### config.mk
export PLATFORM = sky130hd
export DESIGN_NAME = hazard_scoreboard_unit
export DESIGN_NICKNAME = d
export VERILOG_FILES = /design/src/rtl/hazard_scoreboard_unit.sv
export SDC_FILE = /design/constraint.sdc
export NUM_CORES = 1
export LEC_CHECK = 0
export BUFFER_PORTS_ARGS = -buffer_cell sky130_fd_sc_hd__buf_2
export CAP_MARGIN = 20
export CORE_UTILIZATION = 25
export CTS_BUF_LIST = sky130_fd_sc_hd__clkbuf_4 sky130_fd_sc_hd__clkbuf_8
export CTS_CLUSTER_DIAMETER = 120
export DETAILED_ROUTE_END_ITERATION = 8
export PLACE_DENSITY_LB_ADDON = 0.12
export SLEW_MARGIN = 5
export SYNTH_ARGS = -nofsm -noshare
export SYNTH_HDL_FRONTEND = slang
export SYNTH_SLANG_ARGS = --single-unit
export TNS_END_PERCENT = 100
### constraint.sdc
create_clock -name clk -period 3.1 [get_ports clk]
set_input_delay 0.31 -clock clk [delete_from_list [all_inputs] [get_ports clk]]
set_output_delay 0.31 -clock clk [all_outputs]
set_load 0.01 [all_outputs]
### src/rtl/hazard_scoreboard_unit.sv
// ID-stage hazard detector: a per-register pending scoreboard of in-flight writers
// that freezes IF/ID when a source operand is still pending or the scoreboard is full.

module hazard_sb_entry (
  input  logic clk,
  input  logic rst,
  input  logic set_i,
  input  logic clr_i,
  output logic pend_o
);
  logic pend_q;

  // Set wins over clear so a re-issued writer keeps its register pending.
  always_ff @(posedge clk or negedge rst) begin
    if (!rst)       pend_q <= 1'b0;
    else if (set_i) pend_q <= 1'b1;
    else if (clr_i) pend_q <= 1'b0;
  end

  assign pend_o = pend_q;
endmodule

module hazard_scoreboard_unit #(
  parameter  int NUM_REGS    = 16,
  parameter  int FWD_EN      = 1,
  parameter  int WB_BYPASS   = 1,
  parameter  int MAX_OUTST   = 4,
  parameter  int STALL_CNT_W = 16,
  localparam int REG_AW      = $clog2(NUM_REGS),
  localparam int CNT_W       = $clog2(MAX_OUTST + 1)
) (
  input  logic                   clk,
  input  logic                   rst,
  input  logic                   id_valid,
  input  logic                   two_src,
  input  logic [REG_AW-1:0]      src1,
  input  logic [REG_AW-1:0]      src2,
  input  logic                   id_issue,
  input  logic                   id_wb_en,
  input  logic                   id_mem_r_en,
  input  logic [REG_AW-1:0]      id_dest,
  input  logic                   wb_en,
  input  logic [REG_AW-1:0]      wb_dest,
  input  logic                   flush,
  output logic                   hazard,
  output logic [CNT_W-1:0]       outstanding,
  output logic [STALL_CNT_W-1:0] stall_cnt
);
  localparam logic [CNT_W-1:0]       MAX_C     = CNT_W'(MAX_OUTST);
  localparam logic [STALL_CNT_W-1:0] STALL_MAX = '1;

  logic [NUM_REGS-1:0]    pending;
  logic [NUM_REGS-1:0]    set_vec, clr_vec, wb_oh, vis;
  logic [CNT_W-1:0]       outstanding_q, outstanding_d;
  logic [STALL_CNT_W-1:0] stall_cnt_q, stall_cnt_d;
  logic                   last_vld_q, last_vld_d;
  logic [REG_AW-1:0]      last_dest_q, last_dest_d;
  logic                   kind_ok, track, dep, full;
  logic                   inc, wb_clr, fl_clr, fl_act;

  // Only the writer classes that cannot be forwarded occupy the scoreboard.
  assign kind_ok = (FWD_EN != 0) ? id_mem_r_en : 1'b1;
  assign track   = id_issue & id_wb_en & kind_ok & ~flush;
  assign fl_act  = flush & last_vld_q;

  assign wb_oh = wb_en ? (NUM_REGS'(1) << wb_dest) : '0;
  // A register written back this cycle is readable this cycle (RF writes on negedge).
  assign vis   = (WB_BYPASS != 0) ? (pending & ~wb_oh) : pending;
  assign dep   = vis[src1] | (two_src & vis[src2]);
  assign full  = (outstanding_q == MAX_C) & id_wb_en & kind_ok & ~pending[id_dest];

  assign hazard = rst & id_valid & (dep | full);

  assign set_vec = track ? (NUM_REGS'(1) << id_dest) : '0;
  assign clr_vec = wb_oh | (fl_act ? (NUM_REGS'(1) << last_dest_q) : '0);

  for (genvar i = 0; i < NUM_REGS; i++) begin : g_entry
    hazard_sb_entry u_entry (
      .clk    (clk),
      .rst    (rst),
      .set_i  (set_vec[i]),
      .clr_i  (clr_vec[i]),
      .pend_o (pending[i])
    );
  end

  // Count only real bit transitions; a flush and WB on the same register decrement once.
  assign inc    = track & ~pending[id_dest];
  assign wb_clr = wb_en & pending[wb_dest] & ~(track & (id_dest == wb_dest));
  assign fl_clr = fl_act & pending[last_dest_q] & ~(wb_en & (wb_dest == last_dest_q));

  assign outstanding_d = outstanding_q + CNT_W'(inc) - CNT_W'(wb_clr) - CNT_W'(fl_clr);
  assign stall_cnt_d   = (hazard && stall_cnt_q != STALL_MAX) ? stall_cnt_q + 1'b1 : stall_cnt_q;
  assign last_vld_d    = track;
  assign last_dest_d   = id_dest;

  always_ff @(posedge clk or negedge rst) begin
    if (!rst) begin
      outstanding_q <= '0;
      stall_cnt_q   <= '0;
      last_vld_q    <= 1'b0;
      last_dest_q   <= '0;
    end else begin
      outstanding_q <= outstanding_d;
      stall_cnt_q   <= stall_cnt_d;
      last_vld_q    <= last_vld_d;
      last_dest_q   <= last_dest_d;
    end
  end

  assign outstanding = outstanding_q;
  assign stall_cnt   = stall_cnt_q;

  a_no_underflow: assert property (@(posedge clk) disable iff (!rst)
    (outstanding_q == '0) |-> !(wb_clr || fl_clr));
endmodule

Word-level counts from Yosys, hierarchy flattened
Index checks and enable logic that the tools add are counted.

word-level totals
  register bits = 40
  input port bits = 25
  output and inout bits = 20

cells by class
  add/subtract/negate cells = 4
  magnitude comparators = 5
  equality and inequality tests = 4
  shift operators = 3
  muxes and demuxes = 45
  bitwise gates (word level) = 26
  reduce and logical (&&, ||, !) cells = 17

operators by type and width
  kind                                                                          number
  16-bit 2-to-1 mux                                                             3
  1-bit by 4-bit left shift with 16-bit output, first input constant            3
  1-bit 2-to-1 mux                                                              37
  2-bit nonzero test                                                            16
  4-bit by 5-bit less-than comparator with 1-bit output, second input constant  5
  1-bit binary-select mux with 4-bit select                                     5
  1-bit bitwise AND                                                             17
  16-bit by 1-bit adder with 16-bit output, second input constant               1
  16-bit bitwise AND                                                            1
  16-bit != test, second input constant                                         1
  16-bit inverter                                                               1
  16-bit bitwise OR                                                             1
  4-bit == test                                                                 2
  3-bit by 1-bit subtractor with 3-bit output                                   2
  1-bit inverter                                                                4
  3-bit by 1-bit adder with 3-bit output                                        1
  3-bit == test, second input constant                                          1
  1-bit bitwise OR                                                              2
  1-bit logical AND                                                             1

Depth between registers and ports, before layout
Gate-level depths: netlist (run 1).

  depth in word-level cells = 11
  depth in mapped cells = 11

By module
A second synthesis (run 1) with hierarchy kept.

second synthesis, totals
  cell total of the unflattened synthesis = 307
  area, all modules = 3005.4 µm²

by module, submodules not included
  module                  times used  cells each  area an instance (µm²)  seq. area each (µm²)
  hazard_scoreboard_unit  1           259         2424.8                  600.6
  hazard_sb_entry         16          3           36.3                    25.0

Least setup slack after synthesis (run 1)
No wires, ideal clock.

  path kind = register to register
  start point = reg last_dest_q[0]
  end point = reg outstanding_q[2] (netlist: outstanding[2])
  data arrival time = 2.928 ns
  data required time = 2.977 ns
  path slack = 0.050 ns
  cell stages (with the launch flop) = 12
  clock period less this slack = 3.050 ns
  cell sequence = dfrtp_1 > buf_1 > mux4_2 > mux4_2 > inv_1 > a311oi_1 > fa_1 > inv_1 > ha_1 > ha_1 > xnor2_1 > xnor2_1

on the way
  word-level cells in the longest chain between the ends = 5
  elaborated cells between the ends (all ways) = 8

ends and longest elaborated chain
  what                                                                                line  RTL
  start: declaration                                                                  57    logic [REG_AW-1:0] last_dest_q, last_dest_d;
  start signal: assignment                                                            107   last_dest_q <= last_dest_d;
  1-bit binary-select mux with 4-bit select / 4-bit == test (equally long branches)   90    assign fl_clr = fl_act & pending[last_dest_q] & ~(wb_en & (wb_dest == last_dest_q));
  1-bit 2-to-1 mux (not written as such) / 1-bit bitwise AND (equally long branches)  90
  1-bit bitwise AND / 1-bit inverter (equally long branches)                          90
  1-bit bitwise AND *                                                                 90
  3-bit by 1-bit subtractor with 3-bit output *                                       92    assign outstanding_d = outstanding_q + CNT_W'(inc) - CNT_W'(wb_clr) - CNT_W'(fl_clr);
  net outstanding_d[2]                                                                54    logic [CNT_W-1:0] outstanding_q, outstanding_d;
  end signal: assignment                                                              104   outstanding_q <= outstanding_d;
  end: declaration                                                                    54

The timed path passes the listed nets; every way through them passes the cells marked *. The select of a mux whose other input is x is not followed.
A chain may end at the register's enable or synchronous reset.

Final worst setup path (run 1)
  start point = reg g_entry[15].u_entry.pend_q
  end point = reg outstanding_q[2] (netlist: outstanding[2])

on the way
  word-level cells in the longest chain between the ends = 7
  elaborated cells between the ends (all ways) = 15

ends and longest elaborated chain
  what                                           line  RTL
  start: declaration                             11    logic pend_q;
  start signal: assignment                       15    if (!rst) pend_q <= 1'b0;
  start signal: assignment                       16    else if (set_i) pend_q <= 1'b1;
  start signal: assignment                       17    else if (clr_i) pend_q <= 1'b0;
  1-bit binary-select mux with 4-bit select      88    assign inc = track & ~pending[id_dest];
  1-bit 2-to-1 mux (not written as such)         88
  1-bit inverter                                 88
  1-bit bitwise AND                              88
  3-bit by 1-bit adder with 3-bit output         92
  3-bit by 1-bit subtractor with 3-bit output    92
  3-bit by 1-bit subtractor with 3-bit output *  92
  net outstanding_d[2]                           54

Marks and branches as above.

==> summary.md, run 1 <==
| Metric | Value |
|---|---|
| Number of global-route vias before repair | 2,524 |
| CTS Buf Count | 5 |
| Yosys warnings | 0 |
| CTS sink count | 40 |
| Net Sw Power | 493 µW |
| Synthesized cell area | 2840 µm² |
| Hold-critical path depth | 1 |
| Num rows | 38 |
| Via count | 2,536 |
| Final Skew | 0.0106 ns |
| Layout filler cell count | 1,170 |
| Post-synthesis compound-gate area fraction | 0.170 |
| Post-synthesis sequential area ratio | 0.353 |
| TritonCTS clock tree | built |
| Hold-fix buffers at CTS | 1 |
| Drt pass-1 iters | 4 |
| Area Overhead vs Synth | 20.1% |
| Die area | 11,800 µm² |
| Worst Path Max Fanout | 6 |
| CP Launch Type | flip-flop |
| WP data arrival | 3.21 ns |
| Clock share of power | 0.259 |
| Mean post-synth cell area | 9.98 µm² |
| Min Tclk post-route | 2.99 ns |
| Main combinational cell family by area after synthesis | simple AND/OR/NAND/NOR gates |
| Leakage power | 0.00146 µW |
| WL final | 9.26 mm |
| Pin count of the biggest net entering global routing | 38 |
| Yosys reg bits | 40 |
| Non-filler cells, final | 482 |
| Post-cts sizing count | 0 |
| Reg-to-Reg End | outstanding[2] |
| Initial detailed-routing violation count | 108 |
| IR drop worst, VDD | 0.000208 V |
| # IOs | 45 |
| Flop2flop setup slack | 0.11 ns |
| HP Class | input pin to flip-flop |
| Logic gate share of total power | 0.277 |
| Initial antenna violation count | 0 |
| # Max-Cap Violations | 0 |
| Critical-path cell list | mux4_2 > mux4_2 > and3_1 > fa_1 > ha_1 > inv_1 > ha_1 > xnor2_1 > xnor2_1 |
| Async SR Flop Fraction | 1.00 |
| Synth Area in Simple Gates | 0.197 |
| Kind of critical path | flip-flop to flip-flop |
| Tot GR Track Use | 0.168 |
| Setup TNS | 0 ns |
| Worst path max stage delay | 0.50 ns |
| PortBufs | 44 |
| H-tree depth | 2 |
| Rel. slew slack | 0.607 |
| PD cells | 428 nW/µm² |
| Syn nets | 314 |
| Commonest cells in the netlist | dfrtp_1, nand2_1, nor2_1, o21ai_0, mux4_2 |
| RR Startpoint | g_entry[15].u_entry.pend_o |
| Final worst-path cycle share | 0.963 |
| Max Fclk | 335 MHz |
| Core ar. | 10,900 µm² |
| Post-DP HPWL | 7.03 mm |
| First-pass GRT wire length | 14.8 mm |
| Ratio of cells with drive above 1 in the final layout | 0.284 |
| DRT antenna net count | 0 |
| Xor/xnor cell area share of the yosys netlist | 0.0741 |
| Outcome | finished, final reports clean |
| Crit path capture type | flip-flop |
| CP Data Required Time | 3.32 ns |
| Internal | 964 µW |
| Sequential Power Share | 0.464 |
| Most frequent cell after synthesis | dfrtp_1 |
| Fin nets | 371 |
| Die Y | 108 µm |
| Post-CTS setup buffers | 0 |
| Starting density of the core | 0.259 |
| Clock Latency Late Sink | 0.30 ns |
| Cells on worst reg2reg path | 9 |
| Placed Instances | 473 |
| Place WS | 0.0556 ns |
| Min-Delay Endpoint | last_dest_q[0] |
| Final setup fails | 0 |
| Post-synth EDFFs | 0 |
| Area leader, netlist | dfrtp_1 |
| Top post-synthesis cells by area | dfrtp_1, mux4_2, xnor2_1 |
| Routability cong. | 0.812 |
| Main synth FF type | dfrtp_1 |
| Slew Limit Fails | 0 |
| Fin util | 0.311 |
| Clock transition at the registers of the reported paths | 0.09 ns |
| Netlist cell types | 51 |
| Root buf cell | clkbuf_8 |
| Worst hold path startpoint | id_dest[0] |
| Drt drc | 0 |
| Design Power | 1460 µW |
| Worst slew pin tran | 0.582 ns |
| Cells after synthesis | 284 |
| Slowest-stage cell, CP | mux4_2 |
| Multiplexer area fraction after synthesis | 0.139 |
| Post-synth top area share | 0.353 |
| Routed WL per cell | 19.2 µm |
| Vias per cell | 5.26 |
| Post-Synth Adder-Cell Area | 0.0247 |
| Hold Vio Cnt, Final | 0 |
| Worst setup margin | 0.115 ns |
| RSZ-0062 raised after global routing | false |
| Antenna diodes | 0 |
| Clock Path Buffers | 2 |
| Switching share of power | 0.339 |
| Chip Width | 108 µm |
| Gr ovfl total | 0 |
==> logic make-up (layout without fill, tap and decap cells) <==
logic type               count (synthesis)  count (layout)
AO/OA/AOI/OAI                           69              69
XOR/XNOR                                24              24
adder cells (fa/ha/maj)                  5               5
buffers and inverters                   24              82
flip-flops                              40              40
multiplexers                            20              20
AND/OR/NAND/NOR                        102             102
==> layer usage <==
layer / up-vias / track usage / wire (µm)
met1: 1252 / 0.229 / 4240
met5: - / 0 / 0
li1: 1198 / - / -
met3: 10 / 0.0277 / 492
met2: 76 / 0.274 / 4390
met4: 0 / 0.0454 / 143
==> sequential cells by signal (all words and copies together), names as in the netlist <==
name,count
g_entry.u_entry.pend_o,16
stall_cnt,16
last_dest_q,4
outstanding,3
last_vld_q,1
==> through the flow <==
step / cell area [µm²] / hold WS [ns]
after floorplan: 2840 / 0.0144
after global placement: 3300 / 0.179
after detailed placement: 3300 / 0.186
after CTS: 3400 / 0.228
after global routing: 3400 / 0.232
final: 3400 / 0.241
==> area by class of cell <==
type | count | area (µm²) | area share
repair buffers | 66 | 388 | 0.114
inverters | 8 | 30.0 | 0.00882
well taps | 140 | 175 | 0.0515
multi-input cells | 220 | 1710 | 0.503
flip-flops and latches | 40 | 1000 | 0.294
clock inverters | 2 | 13.8 | 0.00404
clock buffers | 6 | 82.6 | 0.0243
==> layout by cell type, fill, tap and decap left out, types with 3 or more instances in the layout <==
cell        n
a21oi_1     3
a22oi_1     3
a31oi_1     4
and3_1     10
buf_2      44
buf_4      21
clkbuf_8    6
dfrtp_1    40
ha_1        4
inv_1       8
mux2i_1     4
mux4_2     15
nand2_1    19
nand2b_1    7
nand3_1     8
nand3b_1    5
nand4_1     7
nor2_1     18
nor3_1      8
o2111ai_1   4
o211ai_1    7
o21ai_0    17
o21ai_1     3
o221ai_1    6
o22ai_1    10
or3_1       5
xnor2_1    13
xor2_1     11
==> critical path: cells and delay by family, from the launching register on <==
| family | cells | cell delay, ns |
|---|---|---|
| adders and majority gates | 3 | 0.88 |
| and+or+nand+nor | 1 | 0.22 |
| buffers and inverters | 1 | 0.04 |
| DFF | 1 | 0.49 |
| xor gates and xnor gates | 2 | 0.29 |
| muxes | 2 | 0.98 |
==> worst max-delay path by stage <==
stage                                           from              to
after global placement                    wb_dest[0]    stall_cnt[1]
after CTS                 g_entry[15].u_entry.pend_o  outstanding[2]
after floorplan                       last_dest_q[0]  outstanding[2]
after global routing      g_entry[15].u_entry.pend_o  outstanding[2]
after detailed placement                  wb_dest[0]    stall_cnt[1]
final                     g_entry[15].u_entry.pend_o  outstanding[2]
==> power groups by stage <==
stage	clock network [µW]	logic, µW	registers (µW)
after floorplan	0	225	675
after global placement	0	408	686
after detailed placement	0	409	684
after CTS	395	411	675
after global routing	411	449	691
final	378	403	676
Note: power is estimated with default switching activity, not from simulation.
==> run 2: changes to the inputs <==
--- a/config.mk
+++ b/config.mk
@@ -7,10 +7,11 @@
 export LEC_CHECK = 0
 export BUFFER_PORTS_ARGS = -buffer_cell sky130_fd_sc_hd__buf_2
 export CAP_MARGIN = 20
-export CORE_UTILIZATION = 25
+export CORE_UTILIZATION = 50
 export CTS_BUF_LIST = sky130_fd_sc_hd__clkbuf_4 sky130_fd_sc_hd__clkbuf_8
 export CTS_CLUSTER_DIAMETER = 120
 export DETAILED_ROUTE_END_ITERATION = 8
+export GPL_ROUTABILITY_DRIVEN = 0
 export PLACE_DENSITY_LB_ADDON = 0.12
 export SLEW_MARGIN = 5
 export SYNTH_ARGS = -nofsm -noshare
==> run 2 against run 1 <==
Compared with the run above: fmax is 0.36% higher; cell area is 4.1% lower; wire length fell by 15%; critical path type unchanged.
==> summary.md, run 2 (synthesis gave the netlist of run 1 again) <==
| Metric | Value |
|---|---|
| Outcome | finished, final reports clean (unchanged) |
| Tot GR Track Use | 0.288 (was 0.168) |
| Final Skew | 0.00513 ns (was 0.0106 ns) |
| # Max-Cap Violations | 0 (unchanged) |
| DRT antenna net count | 0 (unchanged) |
| PD cells | 456 nW/µm² (was 428 nW/µm²) |
| Area Overhead vs Synth | 15.2% (was 20.1%) |
| Num rows | 27 (was 38) |
| Post-DP HPWL | 5.88 mm (was 7.03 mm) |
| HP Class | input pin to async pin (was input pin to flip-flop) |
| Cells on worst reg2reg path | 9 (unchanged) |
| Worst slew pin tran | 0.660 ns (was 0.582 ns) |
| Die Y | 77.3 µm (was 108 µm) |
| Critical-path cell list | mux4_2 > mux4_2 > and3_1 > fa_1 > ha_1 > inv_1 > ha_1 > xnor2_1 > xnor2_1 (unchanged) |
| Slew Limit Fails | 0 (unchanged) |
| Via count | 2,637 (was 2,536) |
| Max Fclk | 336 MHz (was 335 MHz) |
| Worst path max stage delay | 0.50 ns (about the same) |
| Slowest-stage cell, CP | mux4_2 (unchanged) |
| Antenna diodes | 0 (unchanged) |
| Crit path capture type | flip-flop (unchanged) |
| Fin nets | 362 (was 371) |
| Most frequent cells in the layout | buf_2, dfrtp_1, nand2_1, nor2_1, o21ai_0 (was buf_2, dfrtp_1, buf_4, nand2_1, nor2_1) |
| Setup TNS | 0 ns (unchanged) |
| Non-filler cells, final | 405 (was 482) |
| Die area | 5980 µm² (was 11,800 µm²) |
| Ratio of cells with drive above 1 in the final layout | 0.270 (was 0.284) |
| Hold Vio Cnt, Final | 0 (unchanged) |
| First-pass GRT wire length | 13.2 mm (was 14.8 mm) |
| Clock Latency Late Sink | 0.29 ns (was 0.30 ns) |
| Leakage power | 0.00142 µW (was 0.00146 µW) |
| Commonest non-fill, non-tap cell in the layout | buf_2 (unchanged) |
| Chip Width | 77.3 µm (was 108 µm) |
| Final worst-path cycle share | 0.959 (was 0.963) |
| WL final | 7.88 mm (was 9.26 mm) |
| Vias per cell | 6.51 (was 5.26) |
| Post-cts sizing count | 0 (unchanged) |
| Number of global-route vias before repair | 2,535 (was 2,524) |
| WP data arrival | 3.19 ns (was 3.21 ns) |
| Min Tclk post-route | 2.97 ns (was 2.99 ns) |
| Placed Instances | 397 (was 473) |
| IR drop worst, VDD | 0.000395 V (was 0.000208 V) |
| Initial detailed-routing violation count | 329 (was 108) |
| PortBufs | 44 (unchanged) |
| Routed WL per cell | 19.5 µm (was 19.2 µm) |
| # IOs | 45 (unchanged) |
| Rel. slew slack | 0.554 (was 0.607) |
| CTS Buf Count | 5 (unchanged) |
| CP Launch Type | flip-flop (unchanged) |
| Drt drc | 0 (unchanged) |
| Root buf cell | clkbuf_8 (unchanged) |
| Final setup fails | 0 (unchanged) |
| Clock Path Buffers | 2 (unchanged) |
| H-tree depth | 2 (unchanged) |
| CP Data Required Time | 3.32 ns (about the same) |
| Kind of critical path | flip-flop to flip-flop (unchanged) |
| Starting density of the core | 0.518 (was 0.259) |
| Pin count of the biggest net entering global routing | 42 (was 38) |
| Gr ovfl total | 0 (unchanged) |
| RSZ-0062 raised after global routing | false (unchanged) |
| Worst Path Max Fanout | 4 (was 6) |
| Hold-fix buffers at CTS | 0 (was 1) |
| TritonCTS clock tree | built (unchanged) |
| CTS sink count | 40 (unchanged) |
| Core ar. | 5470 µm² (was 10,900 µm²) |
| Drt pass-1 iters | 7 (was 4) |
| Post-CTS setup buffers | 0 (unchanged) |
| Clock transition at the registers of the reported paths | 0.08 ns (was 0.09 ns) |
| Initial antenna violation count | 0 (unchanged) |
[run 2: cell types whose count changed in the layout (fill, tap and decap cells not counted), sizes merged]
cell	change
buf	-8
bufinv	+1
clkbuf	-1
clkinvlp	+1
dlygate4sd3	-1
inv	-1
[run 2: worst paths after layout]
path | startpoint | endpoint | slack (ns)
max | g_entry[15].u_entry.pend_o | outstanding[2] | 0.13
min | rst | last_dest_q[3] | 0.18
max reg2reg | g_entry[15].u_entry.pend_o | outstanding[2] | 0.13
min reg2reg | stall_cnt[11] | stall_cnt[11] | 0.49
max in group asynchronous | rst | last_dest_q[0] | 2.55
min in group clk | id_dest[0] | last_dest_q[0] | 0.23
[run 2: metrics by stage]
stage / hold slack, ns / total power, µW / utilization / instance area [µm²] / worst slack [ns]
global route: 0.212 / 1580 / 0.597 / 3270 / 0.00199
detailed placement: 0.476 / 1070 / 0.576 / 3150 / 0.0188
global placement: 0.468 / 1060 / 0.576 / 3150 / 0.134
finish: 0.180 / 1490 / 0.597 / 3270 / 0.126
floorplan: 0.0144 / 900 / - / 2840 / 0.0496
CTS: 0.192 / 1500 / 0.596 / 3260 / 0.0590
[run 2: critical path: cells and delay by family, from the launching register on]
| family | cells | cell delay [ns] |
|---|---|---|
| XOR/XNOR | 2 | 0.33 |
| buffers and inverters | 1 | 0.04 |
| flip-flops | 1 | 0.45 |
| AND/OR/NAND/NOR | 1 | 0.21 |
| adder cells (fa/ha/maj) | 3 | 0.88 |
| multiplexers | 2 | 0.98 |
[run 2: cell type report]
type | count | area, µm²
clock inverters | 3 | 42.5
flip-flops and latches | 40 | 1000
clock buffers | 5 | 68.8
multi-input cells | 220 | 1710
well taps | 72 | 90.1
fillers | 494 | 2210
repair buffers | 57 | 318
inverters | 8 | 30.0
[run 2: routing by layer]
| metal | part of all wire | routed length [µm] | track usage | vias to the layer above |
|---|---|---|---|---|
| li1 | - | - | - | 1178 |
| met1 | 0.40 | 3140 | 0.397 | 1238 |
| met2 | 0.46 | 3650 | 0.427 | 190 |
| met3 | 0.096 | 760 | 0.0583 | 31 |
| met4 | 0.042 | 333 | 0.151 | 0 |
| met5 | 0 | 0 | 0 | - |
[run 2: where the power goes]
part / leakage [µW] / internal [µW] / total, µW / switching (µW)
Clock: 0.0000541 / 238 / 426 / 188
Combinational: 0.000837 / 185 / 393 / 207
Sequential: 0.000530 / 588 / 671 / 83.1
